`config.mk`:
```
export PLATFORM = sky130hd
export DESIGN_NAME = tdc_result_tx
export DESIGN_NICKNAME = d
export VERILOG_FILES = /design/src/rtl/tdc_result_tx_pkg.sv /design/src/rtl/tdc_result_tx_fifo.sv /design/src/rtl/tdc_result_tx.sv
export SDC_FILE = /design/constraint.sdc
export NUM_CORES = 1
export LEC_CHECK = 0
export CAP_MARGIN = 40
export CORE_AREA = 5 5 113 115
export CTS_CLUSTER_DIAMETER = 60
export DETAILED_ROUTE_END_ITERATION = 8
export DIE_AREA = 0 0 118 120
export PLACE_DENSITY_LB_ADDON = 0.25
export SETUP_SLACK_MARGIN = 0.02
export SYNTH_ARGS = -nofsm -noshare
export SYNTH_HDL_FRONTEND = slang
export SYNTH_SLANG_ARGS = --single-unit
export TNS_END_PERCENT = 20
```
`constraint.sdc`:
```
create_clock -name clk -period 2.5 [get_ports clk]
set_input_delay 0.5 -clock clk [delete_from_list [all_inputs] [get_ports clk]]
set_output_delay 0.5 -clock clk [all_outputs]
set_load 0.01 [all_outputs]
```
`src/rtl/tdc_result_tx_pkg.sv`:
```
// Shared definitions for the TDC result serial transmitter: frame bit
// constants and the transmitter state encoding.
package tdc_result_tx_pkg;

    // Line level driven during the start and stop bit cells.
    localparam logic START_BIT = 1'b0;
    localparam logic STOP_BIT  = 1'b1;

    // Transmitter states; a frame walks START -> DATA -> PARITY -> STOP.
    typedef enum logic [2:0] {
        ST_IDLE   = 3'd0,
        ST_START  = 3'd1,
        ST_DATA   = 3'd2,
        ST_PARITY = 3'd3,
        ST_STOP   = 3'd4
    } tx_state_e;

endpackage : tdc_result_tx_pkg

```
`src/rtl/tdc_result_tx_fifo.sv`:
```
// Small synchronous FIFO buffering measurement results between capture and
// the serial transmitter. DEPTH must be a power of two so the pointers wrap
// naturally.
//
// Handshake: a push is accepted when the FIFO is not full, or when a pop
// happens on the same edge (the slot being read frees up). A pop is only
// honoured when the FIFO is non-empty. rd_data always shows the head entry.
module sync_fifo #(
    parameter int WIDTH = 7,
    parameter int DEPTH = 4,
    localparam int AW    = (DEPTH > 1) ? $clog2(DEPTH) : 1,
    localparam int LVL_W = $clog2(DEPTH) + 1
) (
    input  logic             clk,
    input  logic             rst,
    input  logic             push,
    input  logic [WIDTH-1:0] wr_data,
    input  logic             pop,
    output logic [WIDTH-1:0] rd_data,
    output logic             full,
    output logic             empty,
    output logic [LVL_W-1:0] level
);

    logic [WIDTH-1:0] mem_q [DEPTH];
    logic [AW-1:0]    wr_ptr_q, wr_ptr_d;
    logic [AW-1:0]    rd_ptr_q, rd_ptr_d;
    logic [LVL_W-1:0] level_q,  level_d;
    logic             wr_en;
    logic             rd_en;

    assign full    = (level_q == LVL_W'(DEPTH));
    assign empty   = (level_q == '0);
    assign level   = level_q;
    assign rd_data = mem_q[rd_ptr_q];

    assign wr_en = push && (!full || pop);
    assign rd_en = pop && !empty;

    // Next pointer and occupancy values; level moves only when exactly one side acts.
    always_comb begin
        wr_ptr_d = wr_ptr_q;
        rd_ptr_d = rd_ptr_q;
        level_d  = level_q;
        if (wr_en) begin
            wr_ptr_d = wr_ptr_q + 1'b1;
        end
        if (rd_en) begin
            rd_ptr_d = rd_ptr_q + 1'b1;
        end
        case ({wr_en, rd_en})
            2'b10:   level_d = level_q + 1'b1;
            2'b01:   level_d = level_q - 1'b1;
            default: level_d = level_q;
        endcase
    end

    // Pointer and level registers; reset empties the buffer.
    always_ff @(posedge clk or posedge rst) begin
        if (rst) begin
            wr_ptr_q <= '0;
            rd_ptr_q <= '0;
            level_q  <= '0;
        end else begin
            wr_ptr_q <= wr_ptr_d;
            rd_ptr_q <= rd_ptr_d;
            level_q  <= level_d;
        end
    end

    // Storage array; contents need no reset because level gates every read.
    always_ff @(posedge clk) begin
        if (wr_en) begin
            mem_q[wr_ptr_q] <= wr_data;
        end
    end

endmodule : sync_fifo

```
`src/rtl/tdc_result_tx.sv`:
```
// TDC result transmitter: captures the pulse counter result on each rising
// edge of ready, buffers it, and sends it on a UART-like line as
// start(0), WIDTH data bits LSB first, even parity, stop(1).
module tdc_result_tx
    import tdc_result_tx_pkg::*;
#(
    parameter int WIDTH        = 7,
    parameter int CLKS_PER_BIT = 4,
    parameter int FIFO_DEPTH   = 4,
    localparam int LVL_W       = $clog2(FIFO_DEPTH) + 1
) (
    input  logic             clk,
    input  logic             rst,
    input  logic             ready,
    input  logic [WIDTH-1:0] count_in,
    input  logic             clr_overflow,
    output logic             tx,
    output logic             busy,
    output logic             overflow,
    output logic [LVL_W-1:0] fifo_level,
    output tx_state_e        state_dbg
);

    localparam int              BIT_W    = ($clog2(WIDTH) > 0) ? $clog2(WIDTH) : 1;
    localparam logic [7:0]      CPB_LAST = 8'(CLKS_PER_BIT - 1);
    localparam logic [BIT_W-1:0] BIT_LAST = BIT_W'(WIDTH - 1);

    tx_state_e        state_q, state_d;
    logic [7:0]       cnt_q,   cnt_d;
    logic [BIT_W-1:0] bit_q,   bit_d;
    logic [WIDTH-1:0] shift_q, shift_d;
    logic             par_q,   par_d;
    logic             tx_q,    tx_d;
    logic             busy_q,  busy_d;
    logic             ready_q;
    logic             overflow_q, overflow_d;

    logic             capture;
    logic             last_cell;
    logic             fifo_pop;
    logic             fifo_full;
    logic             fifo_empty;
    logic [WIDTH-1:0] fifo_rd_data;

    // A capture is the first cycle ready is seen high; ready_q resets high so
    // a ready already asserted at reset release is not mistaken for an edge.
    assign capture   = ready && !ready_q;
    assign last_cell = (cnt_q == CPB_LAST);

    assign tx        = tx_q;
    assign busy      = busy_q;
    assign overflow  = overflow_q;
    assign state_dbg = state_q;

    sync_fifo #(
        .WIDTH (WIDTH),
        .DEPTH (FIFO_DEPTH)
    ) u_fifo (
        .clk     (clk),
        .rst     (rst),
        .push    (capture),
        .wr_data (count_in),
        .pop     (fifo_pop),
        .rd_data (fifo_rd_data),
        .full    (fifo_full),
        .empty   (fifo_empty),
        .level   (fifo_level)
    );

    // Sticky overflow: a dropped capture sets it and beats a coincident clear.
    always_comb begin
        overflow_d = overflow_q;
        if (capture && fifo_full && !fifo_pop) begin
            overflow_d = 1'b1;
        end else if (clr_overflow) begin
            overflow_d = 1'b0;
        end
    end

    // Frame sequencer: bit-cell timing, data shifting and the registered line value.
    always_comb begin
        state_d  = state_q;
        cnt_d    = cnt_q;
        bit_d    = bit_q;
        shift_d  = shift_q;
        par_d    = par_q;
        fifo_pop = 1'b0;
        tx_d     = STOP_BIT;
        busy_d   = 1'b0;

        case (state_q)
            ST_IDLE: begin
                if (!fifo_empty) begin
                    fifo_pop = 1'b1;
                    shift_d  = fifo_rd_data;
                    par_d    = ^fifo_rd_data;
                    cnt_d    = '0;
                    bit_d    = '0;
                    state_d  = ST_START;
                end
            end
            ST_START: begin
                if (last_cell) begin
                    cnt_d   = '0;
                    bit_d   = '0;
                    state_d = ST_DATA;
                end else begin
                    cnt_d = cnt_q + 8'd1;
                end
            end
            ST_DATA: begin
                if (last_cell) begin
                    cnt_d   = '0;
                    shift_d = shift_q >> 1;
                    if (bit_q == BIT_LAST) begin
                        state_d = ST_PARITY;
                    end else begin
                        bit_d = bit_q + 1'b1;
                    end
                end else begin
                    cnt_d = cnt_q + 8'd1;
                end
            end
            ST_PARITY: begin
                if (last_cell) begin
                    cnt_d   = '0;
                    state_d = ST_STOP;
                end else begin
                    cnt_d = cnt_q + 8'd1;
                end
            end
            ST_STOP: begin
                if (last_cell) begin
                    cnt_d   = '0;
                    state_d = ST_IDLE;
                end else begin
                    cnt_d = cnt_q + 8'd1;
                end
            end
            default: begin
                cnt_d   = '0;
                bit_d   = '0;
                state_d = ST_IDLE;
            end
        endcase

        // Line value is derived from the upcoming state so tx leaves a flop
        // aligned with the state it belongs to.
        case (state_d)
            ST_START:  tx_d = START_BIT;
            ST_DATA:   tx_d = shift_d[0];
            ST_PARITY: tx_d = par_d;
            default:   tx_d = STOP_BIT;
        endcase
        busy_d = (state_d != ST_IDLE);
    end

    // State, counters, shifter, line and flag registers.
    always_ff @(posedge clk or posedge rst) begin
        if (rst) begin
            state_q    <= ST_IDLE;
            cnt_q      <= '0;
            bit_q      <= '0;
            shift_q    <= '0;
            par_q      <= 1'b0;
            tx_q       <= STOP_BIT;
            busy_q     <= 1'b0;
            ready_q    <= 1'b1;
            overflow_q <= 1'b0;
        end else begin
            state_q    <= state_d;
            cnt_q      <= cnt_d;
            bit_q      <= bit_d;
            shift_q    <= shift_d;
            par_q      <= par_d;
            tx_q       <= tx_d;
            busy_q     <= busy_d;
            ready_q    <= ready;
            overflow_q <= overflow_d;
        end
    end

endmodule : tdc_result_tx

```
==> results.yml, run 1 <==
finish:
  syn_to_final_growth_pct: 25.7
  fin_nets: 268
  antenna_cells: 0
  layout_common_cells: "31 x dfrtp_1, 28 x edfxtp_1, 23 x nand2_1, 19 x clkdlybuf4s50_1, 15 x nor2_1"
  seq_area_sq_um: 1670
  fin_area_sq_um: 3550
  multi_input_area_sq_um: 1040
  mostFrequentLayoutCell: "dfrtp_1"
  fillCellCount: 1198
  drive_gt1_frac: 0.142
cts:
  cts-root-buf: "clkbuf_16"
  cts_resized: 0
  cts_made_buffers: 9
  path_clk_slew_ns: 0.05
  cts_tree: "built"
  insertion_delay_ns: 0.32
  post_cts.repair.setup_buffers: 0
  hold_buffers: 0
  clockBufferDepth: 2
  clock_sinks: 61
  cts_max_level: 3
floorplanning:
  dieArea_sq_um: 14200
  design.core.area_sq_um: 11700
  rows: 40
  pin_count: 20
  dieWidth_um: 118
  start_util: 0.241
  die_h_um: 120
setup_path:
  worstPathMaxFanout: 4
  worst-setup-path-type: "flop to flop"
  regToRegSetupSlack_ns: 0.37
  cp.required_ns: 2.74
  crit_path_end_kind: "flop"
  r2r_end: "u_fifo.level[2]"
  r2r-start: "state_dbg[2]"
  startpoint_type: "flop"
  cp-startpoint: "state_dbg[2]"
  rr_worst_depth: 9
  arrival_ns: 2.38
  cp-endpoint: "u_fifo.level[2]"
logic_synthesis:
  synth_edf_count: 28
  ys_seq_area_frac: 0.591
  avgSynthCellArea_sq_um: 13.0
  synth_fp_nets: 237
  syn_inst: 217
  ys_seq_elements: 61
  ys_types: 46
  synth_ff_type: "dfrtp_1"
  syn-cell-area_sq_um: 2820
  synth-async-reset-ratio: 0.541
  yosysWarnings: 0
grt:
  grt_max_degree: 34
  antenna_found_initial: 0
  grt-ovfl-total: 0
  grt_pass1_vias: 1850
  grt_pass1_wl_um: 9330
  globalRouteTotalUtil: 0.0826
pwr:
  leakagePower_nw: 1.42
  peakVddDrop_mv: 0.423
  combinationalPowerShare: 0.355
  power_w: 0.00453
  clock_power_share: 0.310
  switchingPower_w: 0.00144
  power_density_nw_per_um2: 1280
  p_int_w: 0.00309
  swShare: 0.319
  seq_power_share: 0.335
flow_run:
  cap_violations: 0
drt:
  vias: 1714
  vias_per_cell: 4.29
  drt-wirelength-per-cell_um: 13.4
  first_iter_violations: 47
  drt-total-wl_um: 5360
  ant_nets: 0
  firstDrtPassIters: 4
  drc: 0
timing:
  setup_tns_ns: 0
  fmax_mhz: 469
  finClkSkew_ns: 0.00618
  hold_violations: 0
  maxSlewViolCount: 0
  final.period_utilization: 0.854
  layout_min_cycle_time_ns: 2.13
  slew_headroom: 0.525
  worst_slew_pin_slew_ns: 0.705
  rsz0062_at_grt: "false"
  setup_viol: 0
outcome:
  status: "complete, no violations"
worst_hold_path:
  min_path_type: "flop to flop"
placement:
  portBuffers: 19
  dpl.hpwl_um: 3740
  dpl_cell_area_sq_um: 3210
  gp_congestion: 0.745
==> metrics by stage <==
stage / util / std cells / hold WS [ns] / setup WS [ns]
3_5_place_dp: 0.274 / 384 / 0.469 / 0.242
3_3_place_gp: 0.274 / 384 / 0.464 / 0.278
5_1_grt: 0.303 / 400 / 0.524 / 0.200
4_1_cts: 0.303 / 400 / 0.482 / 0.372
6_report: 0.303 / 400 / 0.473 / 0.366
2_1_floorplan: - / 217 / 0.446 / 0.0826
==> state kept, by name, summed over array words and instances (netlist names), 2 cells and up <==
signal           flops
bit_q                3
state_dbg            3
u_fifo.mem_q        28
u_fifo.wr_ptr_q      2
shift_q              7
u_fifo.level         3
u_fifo.rd_ptr_q      2
cnt_q                8
==> how the worst min path moves through the flow <==
stage	slack, ns	end	cells past startpoint	from
2_1_floorplan	0.45	shift_q[3]	2	shift_q[3]
3_3_place_gp	0.46	shift_q[4]	2	shift_q[4]
3_5_place_dp	0.47	shift_q[3]	2	shift_q[3]
4_1_cts	0.48	shift_q[3]	2	shift_q[3]
5_1_grt	0.52	shift_q[5]	2	shift_q[5]
6_report	0.47	shift_q[3]	2	shift_q[3]
==> layer usage <==
metal | vias to the layer above | share of wire | track usage
met5 | - | 0 | 0
met4 | 0 | 0.018 | 0.0380
met3 | 7 | 0.024 | 0.0250
met2 | 22 | 0.50 | 0.134
met1 | 853 | 0.46 | 0.101
li1 | 832 | - | -
==> worst max-delay path, stage by stage, from the launching register on <==
cell and delay [ns]:
dfrtp_1 0.39, nor3_1 0.41, nand2b_1 0.13, inv_1 0.10, ha_1 0.18, inv_1 0.06, fa_1 0.37, xor2_1 0.15
nor2_1 0.12, xor2_1 0.15
==> layout make-up <==
cell class / instances / area share
Timing Repair Buffer: 29 / 0.0747
Inverter: 14 / 0.0148
Sequential cell: 61 / 0.470
Clock buffer: 10 / 0.0645
Clock inverter: 6 / 0.0314
Multi-Input combinational cell: 133 / 0.293
Tap cell: 147 / 0.0518
==> cells by family (layout without fill, tap and decap cells) <==
kind of cell,after synthesis,after routing,share of synthesized area
AND/OR/NAND/NOR,66,66,0.115
flip-flops,61,61,0.591
AO/OA/AOI/OAI,27,27,0.0682
buffers and inverters,23,59,0.0412
XOR/XNOR,18,18,0.0585
multiplexers,13,13,0.0833
adder cells (fa/ha/maj),9,9,0.0425
==> synth_stat cells (2+ instances only) <==
library cell  number  area [sq um]
and2_1             5          31.3
dfstp_2            2          52.6
ha_1               8           100
a31oi_1            3          18.8
and4_1             2          17.5
mux4_2             3          67.6
a22oi_1            4          30.0
clkbuf_1           2          7.51
nand2_1           23          86.3
nor2_1            15          56.3
dfrtp_1           31           776
mux2_2             2          22.5
mux2i_1            4          40.0
edfxtp_1          28           841
a21oi_1            3          15.0
nand2b_1           2          12.5
o21ai_0            6          30.0
inv_1             14          52.6
buf_2              2          10.0
xor2_1             8          70.1
mux4_1             4           105
nand3_1            8          40.0
buf_6              3          33.8
xnor2_1            9          78.8
nor3_1             5          25.0
==> power groups by stage <==
stage	logic (W)	registers, W	clock network [W]
6_report	0.00161	0.00152	0.00141
5_1_grt	0.00182	0.00156	0.00147
4_1_cts	0.00164	0.00153	0.00144
3_5_place_dp	0.00163	0.00155	0
3_3_place_gp	0.00162	0.00154	0
2_1_floorplan	0.00123	0.00148	0
No activity file was read; power rests on OpenSTA's default activity.
==> run 2, diff against run 1 <==
==> constraint.sdc (replaced) <==
create_clock -name clk -period 2.5 [get_ports clk]
set_input_delay 0.5 -clock clk [delete_from_list [all_inputs] [get_ports clk]]
set_output_delay 0.5 -clock clk [all_outputs]
set_load 0.05 [all_outputs]
==> results.yml, run 2 (same netlist as run 1, synthesis figures left out) <==
outcome:
  status: "complete, no violations"
grt:
  globalRouteTotalUtil: 0.0824
  grt_pass1_vias: 1772
  grt_max_degree: 34
  antenna_found_initial: 0
  grt-ovfl-total: 0
  grt_pass1_wl_um: 9120
placement:
  pre_cts_ws_ns: 0.221
  dpl.hpwl_um: 3590
  portBuffers: 19
  gp_congestion: 0.734
  dpl_cell_area_sq_um: 3200
cts:
  hold_buffers: 0
  path_clk_slew_ns: 0.05
  cts_made_buffers: 9
  cts_resized: 0
  cts_max_level: 3
  clockBufferDepth: 2
  cts_tree: "built"
  post_cts.repair.setup_buffers: 0
  clock_sinks: 61
  insertion_delay_ns: 0.33
  cts-root-buf: "clkbuf_16"
floorplanning:
  pin_count: 20
  dieWidth_um: 118
  rows: 40
  die_h_um: 120
  design.core.area_sq_um: 11700
  dieArea_sq_um: 14200
  start_util: 0.241
setup_path:
  crit_path_end_kind: "primary output"
  startpoint_type: "flop"
  cp-endpoint: "state_dbg[1]"
  r2r-start: "state_dbg[2]"
  arrival_ns: 1.64
  cpPeakStageDelay_ns: 0.84
  rr_worst_depth: 9
  crit_chain: "clkdlybuf4s50_1"
  cp.required_ns: 2.00
  path_buf_inv: 1
  worstPathMaxFanout: 12
  regToRegSetupSlack_ns: 0.38
  crit_family: "buffers and inverters"
  cp-startpoint: "state_dbg[1]"
  worst-setup-path-type: "flop to primary output"
  r2r_end: "u_fifo.level[2]"
  worst-path-stages: 1
  slowest_stage: "clkdlybuf4s50_1"
drt:
  ant_nets: 0
  drt-total-wl_um: 5160
  firstDrtPassIters: 4
  drc: 0
  first_iter_violations: 80
  vias: 1653
  drt-wirelength-per-cell_um: 13.0
  vias_per_cell: 4.16
timing:
  rsz0062_at_grt: "false"
  fmax_mhz: 468
  hold_violations: 0
  layout_setup_ws_ns: 0.362
  layout_min_cycle_time_ns: 2.14
  worst_slew_pin_slew_ns: 0.604
  final.period_utilization: 0.855
  slew_headroom: 0.593
  maxSlewViolCount: 0
  finClkSkew_ns: 0.00572
  setup_tns_ns: 0
  setup_viol: 0
  hold_ws_ns: 0.480
finish:
  drive_gt1_frac: 0.160
  mostFrequentLayoutCell: "edfxtp_1"
  antenna_cells: 0
  syn_to_final_growth_pct: 24.2
  fin_area_sq_um: 3510
  layout_common_cells: "28 x edfxtp_1, 26 x dfrtp_1, 23 x nand2_1, 19 x clkdlybuf4s50_1, 15 x nor2_1"
  finish.utilization: 0.299
  fin_nets: 265
  largest-register: "u_fifo.mem_q"
  top_regs: "u_fifo.mem_q x28, cnt_q x8, shift_q x7"
  largest_reg_flops: 28
flow_run:
  cap_violations: 0
pwr:
  leakagePower_nw: 1.38
  power_density_nw_per_um2: 1290
  swShare: 0.357
  switchingPower_w: 0.00161
  seq_power_share: 0.349
  p_int_w: 0.00290
  clock_power_share: 0.273
  peakVddDrop_mv: 0.531
  combinationalPowerShare: 0.378
worst_hold_path:
  min_path_type: "flop to flop"
-- run 2: worst min path at each step --
stage / startpoint / end / slack (ns) / cells after the start
floorplan: shift_q[3] / shift_q[3] / 0.45 / 2
global placement: shift_q[5] / shift_q[5] / 0.47 / 2
detailed placement: shift_q[3] / shift_q[3] / 0.47 / 2
CTS: shift_q[3] / shift_q[3] / 0.48 / 2
global route: shift_q[3] / shift_q[3] / 0.50 / 2
finish: shift_q[3] / shift_q[3] / 0.48 / 2
-- run 2: layout make-up --
type / count / area [sq um]
fillers: 1219 / 8200
flip-flops and latches: 61 / 1680
multi-input cells: 133 / 1050
clock buffers: 11 / 243
repair buffers: 26 / 243
well taps: 147 / 184
clock inverters: 5 / 60.1
inverters: 14 / 52.6
-- run 2: power groups by stage --
stage / logic [W] / registers (W) / clock network, W
5_1_grt: 0.00192 / 0.00163 / 0.00131
4_1_cts: 0.00175 / 0.00158 / 0.00126
2_1_floorplan: 0.00124 / 0.00167 / 0
3_3_place_gp: 0.00173 / 0.00159 / 0
6_report: 0.00171 / 0.00157 / 0.00123
3_5_place_dp: 0.00174 / 0.00160 / 0
-- run 2: stage by stage --
step	power, W	instances
6_report	0.00451	397
5_1_grt	0.00486	397
4_1_cts	0.00459	397
3_5_place_dp	0.00334	381
3_3_place_gp	0.00332	381
2_1_floorplan	0.00291	217
-- run 2: per-layer routing --
| layer | share of wire | GRT usage | vias to the layer above |
|---|---|---|---|
| met4 | 0.022 | 0.0430 | 0 |
| met2 | 0.46 | 0.123 | 25 |
| met3 | 0.042 | 0.0330 | 8 |
| met5 | 0 | 0 | - |
| li1 | - | - | 823 |
| met1 | 0.47 | 0.102 | 797 |
==> run 3, diff against run 2 <==
- ABC_AREA: default -> 1
- CORE_AREA: 5 5 113 115 -> 5 5 117 119
- DIE_AREA: 0 0 118 120 -> 0 0 122 124
- MAX_ROUTING_LAYER: default -> met4
==> results.yml, run 3 <==
logic_synthesis:
  synth_fp_nets: 351
  yosysMostFrequentCell: "nand2_1"
  synth_ff_type: "dfrtp_1"
  ys_seq_area_frac: 0.546
  synth-async-reset-ratio: 0.541
  ys_seq_elements: 61
  yosys.area_share.adder: 0.0393
  synth_area_leader_cell: "edfxtp_1"
  synth_edf_count: 28
  synth_top_family_by_area: "simple AND/OR/NAND/NOR gates"
  synthXorXnorAreaFrac: 0.0172
  syn_inst: 331
  synthMuxAreaShare: 0
  yosysWarnings: 0
  ys_types: 34
  synth_commonest_cells: "96 x nand2_1, 48 x inv_1, 31 x dfrtp_1, 28 x edfxtp_1, 21 x nand3_1"
  synth-simple-area-share: 0.238
  synth.area.top_cells: "edfxtp_1 28%, dfrtp_1 25%, nand2_1 12%, inv_1 5.9%, nand3_1 3.4%"
  syn-cell-area_sq_um: 3050
  synth_compound_area_frac: 0.0696
  avgSynthCellArea_sq_um: 9.23
  synth_top_cell_area_share: 0.275
timing:
  setup_tns_ns: 0
  slew_headroom: 0.637
  final.period_utilization: 0.848
  worst_slew_pin_slew_ns: 0.543
  rsz0062_at_grt: "false"
  hold_violations: 0
  finClkSkew_ns: 0.00452
  maxSlewViolCount: 0
  fmax_mhz: 472
  layout_min_cycle_time_ns: 2.12
  setup_viol: 0
cts:
  post_cts.repair.setup_buffers: 0
  clock_sinks: 61
  cts_made_buffers: 9
  cts_tree: "built"
  hold_buffers: 0
  insertion_delay_ns: 0.32
  cts-root-buf: "clkbuf_16"
  cts_max_level: 3
  clockBufferDepth: 2
  cts_resized: 0
  path_clk_slew_ns: 0.05
setup_path:
  path_buf_inv: 1
  crit_path_end_kind: "primary output"
  regToRegSetupSlack_ns: 0.51
  crit_family: "buffers and inverters"
  arrival_ns: 1.62
  startpoint_type: "flop"
  r2r-start: "state_dbg[0]"
  worst-path-stages: 1
  worst-setup-path-type: "flop to primary output"
  crit_chain: "clkdlybuf4s50_1"
  rr_worst_depth: 11
  r2r_end: "u_fifo.level[2]"
  worstPathMaxFanout: 1
  cp.required_ns: 2.00
  slowest_stage: "clkdlybuf4s50_1"
  cpPeakStageDelay_ns: 0.79
drt:
  drt-total-wl_um: 5800
  drc: 0
  drt-wirelength-per-cell_um: 10.7
  ant_nets: 0
  first_iter_violations: 67
  firstDrtPassIters: 4
  vias_per_cell: 3.99
  vias: 2153
placement:
  dpl.cell_count: 524
  gp_congestion: 0.791
  dpl.hpwl_um: 4300
  portBuffers: 19
finish:
  mostFrequentLayoutCell: "nand2_1"
  antenna_cells: 0
  seq_area_sq_um: 1670
  instances_no_fill: 540
  largest_reg_flops: 28
  multi_input_area_sq_um: 1110
  top_regs: "u_fifo.mem_q x28, cnt_q x8, shift_q x7"
  syn_to_final_growth_pct: 22.3
  fillCellCount: 1304
  layout_common_cells: "96 x nand2_1, 48 x inv_1, 31 x dfrtp_1, 28 x edfxtp_1, 21 x nand3_1"
  largest-register: "u_fifo.mem_q"
  fin_nets: 383
  drive_gt1_frac: 0.133
pwr:
  peakVddDrop_mv: 0.312
  swShare: 0.411
  clock_power_share: 0.246
  p_int_w: 0.00280
  switchingPower_w: 0.00195
  combinationalPowerShare: 0.446
  seq_power_share: 0.308
  leakagePower_nw: 1.66
  power_density_nw_per_um2: 1270
flow_run:
  cap_violations: 0
floorplanning:
  die_h_um: 124
  rows: 41
  design.core.area_sq_um: 12500
  pin_count: 20
  start_util: 0.245
  dieArea_sq_um: 15100
  dieWidth_um: 122
worst_hold_path:
  min_path_type: "flop to flop"
  hold_end: "bit_q[2]"
  worstHoldStart: "bit_q[2]"
  hold-path-cell-count: 1
grt:
  antenna_found_initial: 0
  grt_pass1_vias: 2162
  globalRouteTotalUtil: 0.0885
  grt_max_degree: 34
  grt_pass1_wl_um: 10100
  grt-ovfl-total: 0
outcome:
  status: "complete, no violations"
==> run 3: through the flow <==
step	setup slack [ns]	hold slack, ns	instance area (sq um)	utilization	power (W)
2_1_floorplan	0.129	0.467	3050	-	0.00317
3_3_place_gp	0.305	0.496	3450	0.277	0.00361
3_5_place_dp	0.277	0.495	3450	0.277	0.00364
4_1_cts	0.357	0.502	3740	0.300	0.00483
5_1_grt	0.330	0.524	3740	0.300	0.00517
6_report	0.381	0.499	3740	0.300	0.00475
==> run 3: logic make-up (layout without fill, tap and decap cells) <==
kind of cell,Yosys count,after routing
AND/OR/NAND/NOR,162,162
buffers and inverters,60,97
flip-flops,61,61
XOR/XNOR,6,6
adder cells (fa/ha/maj),9,9
AO/OA/AOI/OAI,33,33
==> run 3: worst max path at each step <==
stage,end,startpoint
3_5_place_dp,u_fifo.level[2],ready
4_1_cts,tx,tx
6_report,tx,tx
5_1_grt,u_fifo.level[2],state_dbg[0]
2_1_floorplan,u_fifo.level[2],state_dbg[0]
3_3_place_gp,u_fifo.level[2],ready
==> run 3: layout make-up <==
class | instances | share of cell area
Tap cell | 172 | 0.0576
Timing Repair Buffer | 28 | 0.0690
Clock buffer | 10 | 0.0613
Clock inverter | 6 | 0.0144
Sequential cell | 61 | 0.447
Inverter | 53 | 0.0532
Multi-Input combinational cell | 210 | 0.298
==> run 3: power groups by stage <==
stage / clock [W] / sequential (W) / combinational, W
floorplan: 0 / 0.00166 / 0.00151
global placement: 0 / 0.00148 / 0.00213
detailed placement: 0 / 0.00149 / 0.00215
CTS: 0.00120 / 0.00147 / 0.00216
global route: 0.00125 / 0.00149 / 0.00243
finish: 0.00117 / 0.00146 / 0.00212
==> run 3: layer usage <==
layer  GRT usage  part of all wire  vias up
li1            -                 -     1134
met1       0.101              0.46      989
met2       0.146              0.49       22
met3      0.0236             0.029        8
met4      0.0420             0.019        0
met5           -                 0        -
==> run 3: worst reg2reg max path, cell delays in order (launching register included) <==
cell and delay, ns:
dfrtp_1 0.38, inv_1 0.09, nand2_1 0.08, nor2_1 0.13, inv_1 0.08, nor2_1 0.14, ha_1 0.16, inv_1 0.06
fa_1 0.38, a21oi_1 0.14, o21ai_0 0.11, xnor2_1 0.13
